===== src/rtl/delay_tap_scheduler.sv =====
// delay_tap_scheduler
//   Sequences a shared single-port sample memory for a delay/reverb path.
//   Each ADC sample strobe optionally writes the sample into a circular
//   buffer, reads up to MAX_TAPS delayed taps with geometric gain decay,
//   and emits one saturated dry+wet output sample.
//
//   Ports
//     clk, rstb                 clock, asynchronous active-low reset
//     sample_valid, sample_in   ADC sample strobe and signed sample
//     record, loop              buffer write enable / replay (loop wins)
//     delay_reverb, delay_len,
//     impulses, gain            per-sample configuration (sampled at strobe)
//     mem_req/we/addr/wdata     memory request port
//     mem_ready, mem_rdata      memory completion and read data
//     out_valid, out_sample     output strobe and saturated sample
//     busy, overrun             sequence active / sticky dropped-sample flag
//     mem_timeout               sticky watchdog flag
//
//   Build option: define MEM_TIMEOUT_EN to enable the memory watchdog.
//   Without it the sequencer waits indefinitely and mem_timeout stays 0.

module delay_tap_scheduler #(
   parameter int unsigned DATA_W   = 16,
   parameter int unsigned ADDR_W   = 16,
   parameter int unsigned MAX_TAPS = 8
) (
   input  logic              clk,
   input  logic              rstb,
   input  logic              sample_valid,
   input  logic [DATA_W-1:0] sample_in,
   input  logic              record,
   input  logic              loop,
   input  logic              delay_reverb,
   input  logic [ADDR_W-1:0] delay_len,
   input  logic [7:0]        impulses,
   input  logic [7:0]        gain,
   output logic              mem_req,
   output logic              mem_we,
   output logic [ADDR_W-1:0] mem_addr,
   output logic [DATA_W-1:0] mem_wdata,
   input  logic              mem_ready,
   input  logic [DATA_W-1:0] mem_rdata,
   output logic              out_valid,
   output logic [DATA_W-1:0] out_sample,
   output logic              busy,
   output logic              overrun,
   output logic              mem_timeout
);

   localparam int unsigned ACC_W  = DATA_W + 4;
   localparam int unsigned TAP_W  = $clog2(MAX_TAPS + 1);
   localparam int unsigned PROD_W = DATA_W + 9;

   localparam logic signed [ACC_W-1:0] SAT_MAX =
      {{(ACC_W-DATA_W+1){1'b0}}, {(DATA_W-1){1'b1}}};
   localparam logic signed [ACC_W-1:0] SAT_MIN =
      {{(ACC_W-DATA_W+1){1'b1}}, {(DATA_W-1){1'b0}}};

   typedef enum logic [2:0] {
      ST_IDLE  = 3'd0,
      ST_WRITE = 3'd1,
      ST_READ  = 3'd2,
      ST_GAP   = 3'd3,
      ST_MIX   = 3'd4
   } state_t;

   state_t                   state_q, state_d;
   logic signed [ACC_W-1:0]  acc_q, acc_d;
   logic [7:0]               g_q, g_d;
   logic [7:0]               gain_q, gain_d;
   logic [ADDR_W-1:0]        delay_q, delay_d;
   logic [TAP_W-1:0]         taps_q, taps_d;
   logic [TAP_W-1:0]         k_q, k_d;
   logic [ADDR_W-1:0]        rd_addr_q, rd_addr_d;
   logic [ADDR_W-1:0]        wr_ptr_q, wr_ptr_d;

   logic                     mem_req_d, mem_we_d;
   logic [ADDR_W-1:0]        mem_addr_d;
   logic [DATA_W-1:0]        mem_wdata_d;
   logic                     out_valid_d;
   logic [DATA_W-1:0]        out_sample_d;
   logic                     busy_d, overrun_d, mem_timeout_d;

   logic                     abort_c;
   logic                     done_c;
   logic signed [DATA_W-1:0] rdata_c;
   logic signed [PROD_W-1:0] prod_c;
   logic signed [ACC_W-1:0]  wet_c;
   logic [15:0]              gprod_c;
   logic [TAP_W-1:0]         taps_c;
   logic [ADDR_W-1:0]        first_addr_c;
   logic [DATA_W-1:0]        sat_c;

`ifdef MEM_TIMEOUT_EN
   // Watchdog: counts stalled request cycles, aborts the transfer at 255
   logic [7:0] wd_q, wd_d;

   always_comb begin
      wd_d    = 8'd0;
      abort_c = mem_req && !mem_ready && (wd_q == 8'hFF);
      if (mem_req && !mem_ready && !abort_c) begin
         wd_d = wd_q + 8'd1;
      end
   end

   always_ff @(posedge clk or negedge rstb) begin
      if (!rstb) wd_q <= 8'd0;
      else       wd_q <= wd_d;
   end
`else
   assign abort_c = 1'b0;
`endif

   // Transfer completion; an aborted read contributes zero
   assign done_c  = mem_req && (mem_ready || abort_c);
   assign rdata_c = mem_ready ? $signed(mem_rdata) : '0;

   // Tap contribution (rdata * g) >>> 8 and next geometric gain
   assign prod_c  = $signed(PROD_W'(rdata_c)) * $signed(PROD_W'({1'b0, g_q}));
   assign wet_c   = ACC_W'(prod_c >>> 8);
   assign gprod_c = 16'(g_q) * 16'(gain_q);

   // Tap count for a new sample; zero spacing disables all taps
   always_comb begin
      taps_c = TAP_W'(1);
      if (delay_reverb) begin
         taps_c = (impulses > 8'(MAX_TAPS)) ? TAP_W'(MAX_TAPS) : TAP_W'(impulses);
      end
      if (delay_len == '0) begin
         taps_c = '0;
      end
   end

   assign first_addr_c = wr_ptr_q - delay_len;

   // Output saturation
   always_comb begin
      sat_c = DATA_W'(acc_q);
      if (acc_q > SAT_MAX)      sat_c = DATA_W'(SAT_MAX);
      else if (acc_q < SAT_MIN) sat_c = DATA_W'(SAT_MIN);
   end

   // Next-state and registered-output logic
   always_comb begin
      state_d       = state_q;
      acc_d         = acc_q;
      g_d           = g_q;
      gain_d        = gain_q;
      delay_d       = delay_q;
      taps_d        = taps_q;
      k_d           = k_q;
      rd_addr_d     = rd_addr_q;
      wr_ptr_d      = wr_ptr_q;
      mem_req_d     = mem_req;
      mem_we_d      = mem_we;
      mem_addr_d    = mem_addr;
      mem_wdata_d   = mem_wdata;
      out_valid_d   = 1'b0;
      out_sample_d  = out_sample;
      overrun_d     = overrun;
      mem_timeout_d = mem_timeout | abort_c;

      case (state_q)
         ST_IDLE: begin
            if (sample_valid) begin
               acc_d     = ACC_W'($signed(sample_in));
               g_d       = gain;
               gain_d    = gain;
               delay_d   = delay_len;
               taps_d    = taps_c;
               k_d       = '0;
               rd_addr_d = first_addr_c;
               if (record && !loop) begin
                  state_d     = ST_WRITE;
                  mem_req_d   = 1'b1;
                  mem_we_d    = 1'b1;
                  mem_addr_d  = wr_ptr_q;
                  mem_wdata_d = sample_in;
               end else if (taps_c != '0) begin
                  state_d    = ST_READ;
                  mem_req_d  = 1'b1;
                  mem_we_d   = 1'b0;
                  mem_addr_d = first_addr_c;
                  rd_addr_d  = first_addr_c - delay_len;
               end else begin
                  state_d = ST_MIX;
               end
            end
         end
         ST_WRITE: begin
            if (done_c) begin
               mem_req_d = 1'b0;
               mem_we_d  = 1'b0;
               state_d   = ST_GAP;
            end
         end
         ST_READ: begin
            if (done_c) begin
               acc_d     = acc_q + wet_c;
               g_d       = 8'(gprod_c >> 8);
               k_d       = k_q + TAP_W'(1);
               mem_req_d = 1'b0;
               state_d   = ST_GAP;
            end
         end
         ST_GAP: begin
            // One idle cycle between transfers, then next tap or mix
            if (k_q < taps_q) begin
               state_d    = ST_READ;
               mem_req_d  = 1'b1;
               mem_we_d   = 1'b0;
               mem_addr_d = rd_addr_q;
               rd_addr_d  = rd_addr_q - delay_q;
            end else begin
               state_d = ST_MIX;
            end
         end
         ST_MIX: begin
            out_valid_d  = 1'b1;
            out_sample_d = sat_c;
            wr_ptr_d     = wr_ptr_q + ADDR_W'(1);
            state_d      = ST_IDLE;
         end
         default: begin
            state_d = ST_IDLE;
         end
      endcase

      if (sample_valid && (state_q != ST_IDLE)) begin
         overrun_d = 1'b1;
      end
      busy_d = (state_d != ST_IDLE);
   end

   // State and output registers
   always_ff @(posedge clk or negedge rstb) begin
      if (!rstb) begin
         state_q     <= ST_IDLE;
         acc_q       <= '0;
         g_q         <= '0;
         gain_q      <= '0;
         delay_q     <= '0;
         taps_q      <= '0;
         k_q         <= '0;
         rd_addr_q   <= '0;
         wr_ptr_q    <= '0;
         mem_req     <= 1'b0;
         mem_we      <= 1'b0;
         mem_addr    <= '0;
         mem_wdata   <= '0;
         out_valid   <= 1'b0;
         out_sample  <= '0;
         busy        <= 1'b0;
         overrun     <= 1'b0;
         mem_timeout <= 1'b0;
      end else begin
         state_q     <= state_d;
         acc_q       <= acc_d;
         g_q         <= g_d;
         gain_q      <= gain_d;
         delay_q     <= delay_d;
         taps_q      <= taps_d;
         k_q         <= k_d;
         rd_addr_q   <= rd_addr_d;
         wr_ptr_q    <= wr_ptr_d;
         mem_req     <= mem_req_d;
         mem_we      <= mem_we_d;
         mem_addr    <= mem_addr_d;
         mem_wdata   <= mem_wdata_d;
         out_valid   <= out_valid_d;
         out_sample  <= out_sample_d;
         busy        <= busy_d;
         overrun     <= overrun_d;
         mem_timeout <= mem_timeout_d;
      end
   end

endmodule


===== config.mk =====
export PLATFORM = sky130hd
export DESIGN_NAME = delay_tap_scheduler
export DESIGN_NICKNAME = d
export VERILOG_FILES = /design/src/rtl/delay_tap_scheduler.sv
export SDC_FILE = /design/constraint.sdc
export NUM_CORES = 1
export LEC_CHECK = 0
export CAP_MARGIN = 20
export CORE_ASPECT_RATIO = 1.1
export CORE_UTILIZATION = 45
export DETAILED_ROUTE_END_ITERATION = 12
export PLACE_DENSITY = 0.74
export SYNTH_ARGS = -nofsm -noshare
export SYNTH_HDL_FRONTEND = slang
export SYNTH_SLANG_ARGS = --single-unit

===== constraint.sdc =====
create_clock -name clk -period 17.8 [get_ports clk]
set_clock_uncertainty 0.2 [all_clocks]
set_input_delay 4.45 -clock clk [delete_from_list [all_inputs] [get_ports clk]]
set_output_delay 4.45 -clock clk [all_outputs]
set_load 0.01 [all_outputs]

* After elaboration in Yosys (flattened, before gate mapping) *
Cells that the tools add are included.
Widths: inputs -> output; s select.

word-level totals
  register bits = 148
  latch bits = 0
  RAM bits = 0
  bits in read-only memories = 0
  memories = 0

cells by class
  add/subtract/negate cells = 6
  $mul = 2
  div/mod/pow operators = 0
  magnitude comparators = 4
  equality and inequality tests = 10
  shift-type cells = 0
  muxes and demuxes = 43
  bitwise logic cells = 0
  reduce and logical (&&, ||, !) cells = 21

operators by type and width
  kind                   number
  $mux 16                11
  $pmux 16 s2            2
  $sub 16x16->16         3
  $mux 20                2
  $pmux 20 s2            1
  $mul 16x9->25          1
  $add 20x17->20         1
  $gt 20x16->1 const B   1
  $lt 20x16->1 const B   1
  $mux 4                 5
  $add 16x1->16 const B  1
  $logic_not 16->1       1
  $mul 8x8->16           1
  $mux 8                 2
  $pmux 8 s2             1
  $mux 3                 5
  $reduce_bool 3->1      4
  $mux 1                 10
  $reduce_and 5->1       2
  $pmux 3 s3             1
  $reduce_and 3->1       3
  $gt 8x4->1 const B     1
  $ne 2x2->1 const B     4
  $pmux 4 s2             1
  16 further kinds       21

* Logic depth before layout (Yosys ltp) *
Gate-level depths: netlist of run 1.

  depth in word-level cells = 10
  gate-level depth with buffers = 32

* Worst setup path before layout of run 1 *
Ideal clock, no wire load.

  path kind = input port to flip-flop
  start = in mem_ready
  end = reg acc_q[19]
  library setup time = 96 ps
  arrival = 11,263 ps
  path slack = 6,242 ps
  cell stages on the path = 31
  path buffers = 3
  cells stage by stage = buf_2 > clkbuf_1 > clkbuf_1 > nand3_1 > fa_1 > fa_1 > inv_1 > fa_1 > inv_1 > fa_1 > inv_1 > ha_1 > nand2_1 > o21ai_0 > o31ai_1 > a21boi_0 > o21a_1 > o21a_1 > o21a_1 > o21ai_0 > a21oi_1 > ha_1 > a21o_1 > a221oi_1 > o221ai_1 > nand2b_1 > a221o_1 > a31oi_1 > xnor2_1 > and3_1 > nor4_2

on the way
  cells in the longest elaborated chain, start to end = 5
  elaborated cells between the ends (all ways) = 8
  classes of those cells = add/sub: 1; mul: 1; eq/ne: 1; mux: 3; reduce/logical: 2

ends and longest elaborated chain
  what                    line  RTL
  start: declaration      41    input logic mem_ready,
  $mux 16                 116   assign rdata_c = mem_ready ? $signed(mem_rdata) : '0;
  $mul 16x9->25           119   assign prod_c = $signed(PROD_W'(rdata_c)) * $signed(PROD_W'({1'b0, g_q}));
  $add 20x17->20          199   acc_d = acc_q + wet_c;
  $mux 20                 198   if (done_c) begin
  $pmux 20 s2             163   case (state_q)
  end signal: assignment  239   acc_q <= '0;
  end signal: assignment  258   acc_q <= acc_d;
  end: declaration        68    logic signed [ACC_W-1:0] acc_q, acc_d;

Parallel ways exist; a longest one is shown, timed or not. The select of a mux whose other input is x is not followed.
A chain may end at the register's enable or synchronous reset.

* Worst setup path after layout of run 1 *
Same ends and word-level chain as after synthesis.

==> results of run 1 <==
==> worst max path at each step <==
| stage | cells after the start | from | end |
|---|---|---|---|
| CTS | 30 | mem_ready | acc_q[19]$_DFFE_PN0P_ |
| global placement | 30 | mem_ready | acc_q[19]$_DFFE_PN0P_ |
| detailed placement | 30 | mem_ready | acc_q[19]$_DFFE_PN0P_ |
| finish | 30 | mem_ready | acc_q[19]$_DFFE_PN0P_ |
| floorplan | 31 | mem_ready | acc_q[19]$_DFFE_PN0P_ |
| global route | 30 | mem_ready | acc_q[19]$_DFFE_PN0P_ |
==> cells by family after synthesis <==
| kind of cell | after synthesis | share of synthesized area (%) |
|---|---|---|
| simple gates | 662 | 19.82 |
| compound gates | 348 | 13.69 |
| fa+ha+maj | 291 | 29.55 |
| other cells | 1 | 0.02361 |
| xor+xnor | 86 | 4.743 |
| buf+inv | 314 | 7.461 |
| mux | 20 | 1.395 |
| flops | 148 | 23.32 |
==> state kept, by name (all words and copies together), names as in the netlist, 3 cells and up <==
signal,cells
state_q,3
mem_addr,16
mem_wdata,16
acc_q,20
delay_q,16
g_q,8
wr_ptr_q,16
taps_q,4
gain_q,8
rd_addr_q,16
out_sample,16
k_q,4
==> cell usage in the layout (no fill, tap or decap), types with 17 or more instances in the layout <==
| cell | netlist | final |
|---|---|---|
| sky130_fd_sc_hd__nand2_1 | 244 | 244 |
| sky130_fd_sc_hd__inv_1 | 234 | 234 |
| sky130_fd_sc_hd__ha_1 | 151 | 151 |
| sky130_fd_sc_hd__dfrtp_1 | 148 | 148 |
| sky130_fd_sc_hd__fa_1 | 140 | 140 |
| sky130_fd_sc_hd__clkdlybuf4s50_1 | 0 | 121 |
| sky130_fd_sc_hd__nor2_1 | 116 | 116 |
| sky130_fd_sc_hd__o21ai_0 | 97 | 97 |
| sky130_fd_sc_hd__a21oi_1 | 95 | 95 |
| sky130_fd_sc_hd__and3_1 | 82 | 82 |
| sky130_fd_sc_hd__nand3_1 | 69 | 69 |
| sky130_fd_sc_hd__xnor2_1 | 60 | 60 |
| sky130_fd_sc_hd__and2_1 | 40 | 39 |
| sky130_fd_sc_hd__nor3_1 | 33 | 33 |
| sky130_fd_sc_hd__a21o_1 | 32 | 32 |
| sky130_fd_sc_hd__xor2_1 | 26 | 26 |
| sky130_fd_sc_hd__nand2b_1 | 21 | 21 |
| sky130_fd_sc_hd__o21a_1 | 19 | 19 |
| sky130_fd_sc_hd__mux2_2 | 17 | 17 |
| sky130_fd_sc_hd__clkbuf_16 | 0 | 17 |
==> cell type report <==
class	instances	area (um2)
Clock inverter	11	127.6
Fill cell	3219	16400
Timing Repair Buffer	138	1340
Sequential cell	148	3704
Multi-Input combinational cell	1408	10990
Inverter	235	882.1
Clock buffer	21	470.5
Tap cell	438	548.0
==> through the flow <==
stage	instance area, um2	cells
after global routing	18060	2399
final	18060	2399
after CTS	18060	2399
after global placement	17470	2367
after detailed placement	17470	2367
after floorplan	15880	1870
==> critical path, delay by kind of cell <==
kind	cells	cell delay [ns]
AO/OA/AOI/OAI	9	2.18
XOR/XNOR	2	0.24
AND/OR/NAND/NOR	8	1.69
buffers and inverters	5	0.86
adder cells (fa/ha/maj)	6	2.70
==> routing by layer <==
layer / track usage [%] / wire [um] / vias up
met4: 11.64 / 1933 / 0
met1: 29.64 / 17200 / 6677
met3: 3.460 / 2012 / 125
met5: 0 / 0 / -
met2: 41.52 / 20380 / 448
li1: - / - / 6390
==> results.md, run 1 <==
- The run finished with clean final reports.
- The cell type with the highest occurrence count on the critical path is sky130_fd_sc_hd__fa_1.
- The startpoint of the most critical hold path is out_sample[14]$_DFFE_PN0P_.
- The number of I/O port buffers is 123.
- The clock sink count is 148.
- The total global routing overflow is 0.
- The commonest cells after synthesis are sky130_fd_sc_hd__nand2_1, sky130_fd_sc_hd__inv_1, sky130_fd_sc_hd__ha_1.
- The final layout contains routed wiring with a total length of 41.52 mm.
- The number of levels in the clock H-tree is 4.
- STA puts the critical path data required time at 17.93 ns.
- Setup repair after global routing left no endpoint under its margin.
- The slowest library cell on the worst path is sky130_fd_sc_hd__buf_4.
- The maximum clock insertion buffer count is 2.
- The number of enable-type register cells in the synthesized netlist is 0.
- Measured along the y axis, the die boundary spans 199.0 um.
- The initial antenna violation count is 0.
- The cell depth of the worst hold path is 2.
- The average footprint of a synthesized cell is 8.492 um2.
- The cell area after technology mapping is 15880 um2.
- The number of distinct library cell variants in the gate-level netlist after synthesis is 71.
- The clock slew seen by the registers of the worst setup and hold paths is 0.06 ns.
- The worst flop-to-flop path startpoint is g_q[3]$_DFFE_PN0P_.
- 0 antenna diodes ended up in the layout.
- The setup-violating endpoint count in the final report is 0.
- Once the floorplan was initialized, standard cells occupied 46.07% of the core.
- The arrival time at the worst endpoint is 12.22 ns.
- The first-pass GRT wire length is 69.26 mm.
- The number of cells on the worst reg-to-reg path is 28.
- The total via count after detailed routing is 13.64k.
- TritonCTS built the clock tree.
- The max-capacitance violation count is 0.
- sky130_fd_sc_hd__dfrtp_1 takes more of the synthesized area than any other cell.
- Dividing the detail-routed wire length by the instance count gives 17.31 um.
- Post-CTS repair changed the size of 0 cells.
- The number of synthesized register bits is 148.
- The via count of the first global-routing pass came to 13.86k.
- The final critical-path share of the clock period is 67.87%.
- The maximum fanout encountered on the critical timing path is 116.
- Cells fill 52.41% of the core in the end.
- Before antenna repair, the detailed router went through 5 iterations.
- The floorplan has 71 rows.
- In this run the remaining antenna-violating nets after routing total 0.
- The worst setup path is launched from an input pin.
- After the last flow step, the layout net total stands at 2310.
- In the final timing run, aggregate negative setup slack is 0 ns.
- The highest achievable clock rate is 0.08277 GHz.
- The actual transition at the worst max-transition pin is 0.9652 ns.
- The die area is 36050 um2.
- The pre-CTS worst setup slack is 5.331 ns.
- Yosys attributes the largest share of cell area to sky130_fd_sc_hd__dfrtp_1, sky130_fd_sc_hd__fa_1, sky130_fd_sc_hd__ha_1.
- The number of warning messages in the yosys log is 0.
- The number of buffers inserted during clock tree synthesis is 17.
- The final weighted congestion of routability-driven global placement is 0.9258.
- Buffers inserted to repair hold after CTS numbered 0.
- The global-route total usage across every layer is 24.08%.
- The worst max-slew margin expressed relative to the limit is 35.65%.
- The final number of max-transition violations is 0.
- The number of setup buffers added after CTS is 0.
- The leading register cell type out of synthesis is sky130_fd_sc_hd__dfrtp_1.
- The top-area cell type share of the netlist area is 23.32%.
- The number of standard cells after synthesis is 1870.
- Using the TritonRoute via totals, the vias-per-cell ratio works out to 5.686.
- The initial detailed-routing violation count is 978.
- The largest incremental delay on the critical path is 0.64 ns.
- The synthesis-to-layout area growth is 13.76%.
- After detailed routing, the number of remaining DRC violations is 0.
- The maximum number of pins on one net before global-route repair is 117.
- The leading cell type by number of instances after synthesis is sky130_fd_sc_hd__nand2_1.
- STA classifies the critical path endpoint as a flip-flop.
- The horizontal die dimension is 181.1 um.
- 125 I/O pins were placed.
- The tightest min-delay check is of the reg2reg type.
- After layout, the minimum clock period comes to 12.08 ns.
- The kind of critical path is in2reg.
- Synthesis produced a netlist with a net count of 2232.
- The async set or reset register ratio after synthesis is 100.0%.
- The clock insertion delay at the later pin of the skew report is 0.44 ns.
- Of the synthesized area, sequential elements account for 23.32%.
- The clock root buffer is sky130_fd_sc_hd__clkbuf_16.
- The tightest hold path in the finished design has a slack of 0.2738 ns.
- The ratio of cells with drive above 1 in the final layout is 3.927%.
- Setup slack closes at 5.718 ns.
- The post-DP HPWL is 31.53 mm.
- The path with the worst hold slack has its endpoint at out_sample[14]$_DFFE_PN0P_.
- The core box area is 34470 um2.
- In this run the critical register-to-register path is captured at acc_q[19]$_DFFE_PN0P_.
- The worst register-to-register path has a setup slack of 9.75 ns.
- The number of endpoints with negative hold slack in the final report is 0.
Power of run 1 is not shown: default switching activity piles up to over one toggle a cycle in this logic, so the estimate is an artifact.
==> inputs of run 2 (changes only) <==
--- a/config.mk
+++ b/config.mk
@@ -9,7 +9,7 @@
 export CORE_ASPECT_RATIO = 1.1
 export CORE_UTILIZATION = 45
 export DETAILED_ROUTE_END_ITERATION = 12
-export PLACE_DENSITY = 0.74
+export PLACE_DENSITY = 0.77
 export SYNTH_ARGS = -nofsm -noshare
 export SYNTH_HDL_FRONTEND = slang
 export SYNTH_SLANG_ARGS = --single-unit
==> constraint.sdc (replaced) <==
create_clock -name clk -period 10.15 [get_ports clk]
set_clock_uncertainty 0.2 [all_clocks]
set_input_delay 2.5375 -clock clk [delete_from_list [all_inputs] [get_ports clk]]
set_output_delay 2.5375 -clock clk [all_outputs]
set_load 0.01 [all_outputs]
==> results.md, run 2 (synthesis gave the netlist of run 1 again) <==
- Status: finished clean (unchanged).
- The first-pass GRT wire length came to 70.43 mm (was 69.26 mm).
- The via count of the first global-routing pass was 14.11k (was 13.86k).
- The cell type with the highest occurrence count on the critical path is sky130_fd_sc_hd__fa_1 (unchanged).
- The setup total negative slack is 0 ns (unchanged).
- The worst min-delay path class was reg2reg (unchanged).
- The worst hold path endpoint was out_sample[11]$_DFFE_PN0P_ (was out_sample[14]$_DFFE_PN0P_).
- The final number of max-transition violations is 0 (unchanged).
- The maximum fanout encountered on the critical timing path came to 8 (was 116).
- The cell depth of the worst hold path is 2 (unchanged).
- The slowest library cell on the worst path is sky130_fd_sc_hd__clkdlybuf4s50_1 (was sky130_fd_sc_hd__buf_4).
- The highest achievable clock rate is 0.1029 GHz.
- The final critical-path share of the clock period is 95.75%.
- The synthesis-to-layout area growth came to 14.04% (was 13.76%).
- The kind of critical path was in2reg (unchanged).
- The placed cell count was 2370 (was 2367).
- The number of endpoints with negative hold slack in the final report came to 0 (unchanged).
- The arrival time at the worst endpoint is 9.86 ns (was 12.22 ns).
- The maximum number of pins on one net before global-route repair was 94 (was 117).
- The setup slack of the most critical reg-to-reg path was 2.17 ns (was 9.75 ns).
- The number of levels in the clock H-tree came to 4 (unchanged).
- The category of the worst setup path capture point is a flip-flop (unchanged).
- The cell row count is 71 (unchanged).
- The post-DP HPWL is 31.98 mm (was 31.53 mm).
- The startpoint of the most critical hold path is out_sample[11]$_DFFE_PN0P_ (was out_sample[14]$_DFFE_PN0P_).
- The total global routing overflow is 0 (unchanged).
- The effective utilization at floorplan came to 46.07% (unchanged).
- The leading cell type in the layout, fill and taps excluded is sky130_fd_sc_hd__nand2_1 (unchanged).
- The final weighted congestion of routability-driven global placement is 0.9269 (was 0.9258).
- The number of antenna-violating nets in the routed design is 0 (unchanged).
- The via density per instance is 5.657 (was 5.686).
- The count of boundary I/O pins is 125 (unchanged).
- The net count reported at finish is 2314 (was 2310).
- The clock insertion delay at the later pin of the skew report is 0.45 ns (was 0.44 ns).
- The first-pass iteration count of the detailed router is 5 (unchanged).
- The count of fill cells added during filler insertion is 3140 (was 3219).
- The number of cells on the worst reg-to-reg path is 28 (unchanged).
- The data required time of the worst path is 10.29 ns (was 17.93 ns).
- The height of the chip came to 199.0 um (unchanged).
- The worst max-slew margin expressed relative to the limit is 29.06% (was 35.65%).
- The initial antenna violation count is 0 (unchanged).
- The maximum clock insertion buffer count came to 2 (unchanged).
- The count of hold-fix buffers inserted at cts is 0 (unchanged).
- The clock root buffer is sky130_fd_sc_hd__clkbuf_16 (unchanged).
- The number of flip-flops in the largest register was 20 (unchanged).
- The global-route total usage across every layer is 24.47% (was 24.08%).
- The post-route non-filler standard cell count is 2404 (was 2399).
- The end of the worst register-to-register path is acc_q[19]$_DFFE_PN0P_ (unchanged).
- The clock tree from TritonCTS is built (unchanged).
- The number of design rule violations left after detail routing is 0 (unchanged).
- The setup-violating endpoint count in the final report is 0 (unchanged).
- The core box area came to 34470 um2 (unchanged).
- The worst path in the final design needs a cycle of 9.719 ns, including I/O delays and setup.
- The average wire per standard cell is 17.50 um (was 17.31 um).
- The worst flop-to-flop path startpoint is g_q[2]$_DFFE_PN0P_ (was g_q[3]$_DFFE_PN0P_).
- The number of buffers inserted during clock tree synthesis is 17 (unchanged).
- The initial detailed-routing violation count is 856 (was 978).
- The largest register by flop count is acc_q (unchanged).
- The kind of launch point of the worst setup path is an input pin (unchanged).
- The clock slew seen by the registers of the worst setup and hold paths is 0.06 ns (about the same).
- The largest incremental delay on the critical path is 0.62 ns (was 0.64 ns).
- Setup repair after global routing missed its margin: false (unchanged).
- The die area is 36050 um2 (unchanged).
- The total routed wirelength is 42.07 mm (was 41.52 mm).
- The actual transition at the worst max-transition pin was 1.064 ns (was 0.9652 ns).
- The number of I/O port buffers is 123 (unchanged).
- The ratio of cells with drive above 1 in the final layout is 4.173% (was 3.927%).
- The max-capacitance violation count came to 0 (unchanged).
- The total via count after detailed routing was 13.60k (was 13.64k).
- The clock sink count is 148 (unchanged).
- Leading cell types in the layout, fill and taps excluded: sky130_fd_sc_hd__nand2_1, sky130_fd_sc_hd__inv_1, sky130_fd_sc_hd__ha_1, sky130_fd_sc_hd__dfrtp_1, sky130_fd_sc_hd__fa_1 (unchanged).
- The horizontal die dimension is 181.1 um (unchanged).
## run 2: per-stage QoR
step	hold slack [ns]	worst slack [ns]	utilization, %	cell area, um2
global placement	0.2535	0.1739	50.74	17490
finish	0.2698	0.4311	52.54	18110
detailed placement	0.2599	0.03991	50.74	17490
floorplan	0.2398	0.5043	-	15880
global route	0.2987	0.01541	52.53	18110
CTS	0.2769	0.4505	52.47	18080
## run 2: worst max-delay path, delay by kind of cell
kind | cells | cell delay, ns
AND/OR/NAND/NOR | 5 | 0.90
buffers and inverters | 4 | 0.79
AO/OA/AOI/OAI | 13 | 2.67
XOR/XNOR | 1 | 0.11
adder cells (fa/ha/maj) | 6 | 2.84
## run 2: worst max path at each step
| stage | startpoint | to | slack [ns] | cells after the start |
|---|---|---|---|---|
| 4_1_cts | mem_rdata[12] | acc_q[19]$_DFFE_PN0P_ | 0.45 | 29 |
| 3_3_place_gp | mem_rdata[12] | acc_q[19]$_DFFE_PN0P_ | 0.17 | 29 |
| 2_1_floorplan | mem_ready | acc_q[19]$_DFFE_PN0P_ | 0.50 | 31 |
| 3_5_place_dp | mem_rdata[12] | acc_q[19]$_DFFE_PN0P_ | 0.04 | 29 |
| 6_report | mem_rdata[5] | acc_q[19]$_DFFE_PN0P_ | 0.43 | 29 |
| 5_1_grt | mem_rdata[5] | acc_q[19]$_DFFE_PN0P_ | 0.02 | 29 |
## run 2: area by class of cell
class / count / area, um2 / area share (%)
Sequential cell: 148 / 3704 / 20.45
Clock buffer: 22 / 474.2 / 2.618
Antenna cell: 1 / 2.502 / 0.01382
Inverter: 235 / 882.1 / 4.871
Tap cell: 438 / 548.0 / 3.026
Timing Repair Buffer: 142 / 1378 / 7.607
Clock inverter: 10 / 121.4 / 0.6702
Multi-Input combinational cell: 1408 / 11000 / 60.74
## run 2: per-layer routing
| metal | GRT usage, % | share of wire (%) | up-vias |
|---|---|---|---|
| li1 | - | - | 6415 |
| met1 | 30.03 | 40 | 6644 |
| met2 | 43.83 | 51 | 454 |
| met3 | 3.405 | 6.1 | 86 |
| met4 | 8.663 | 2.8 | 0 |
| met5 | 0 | 0 | - |
## run 2: repair_timing
item | 4_1_cts | 5_1_grt
endpoints found under the hold margin | 0 | 0
endpoints found under the setup margin | 0 | 1
resized for setup | 0 | 4
setup buffers | 0 | 0
Power of run 2 is left out for the same reason.
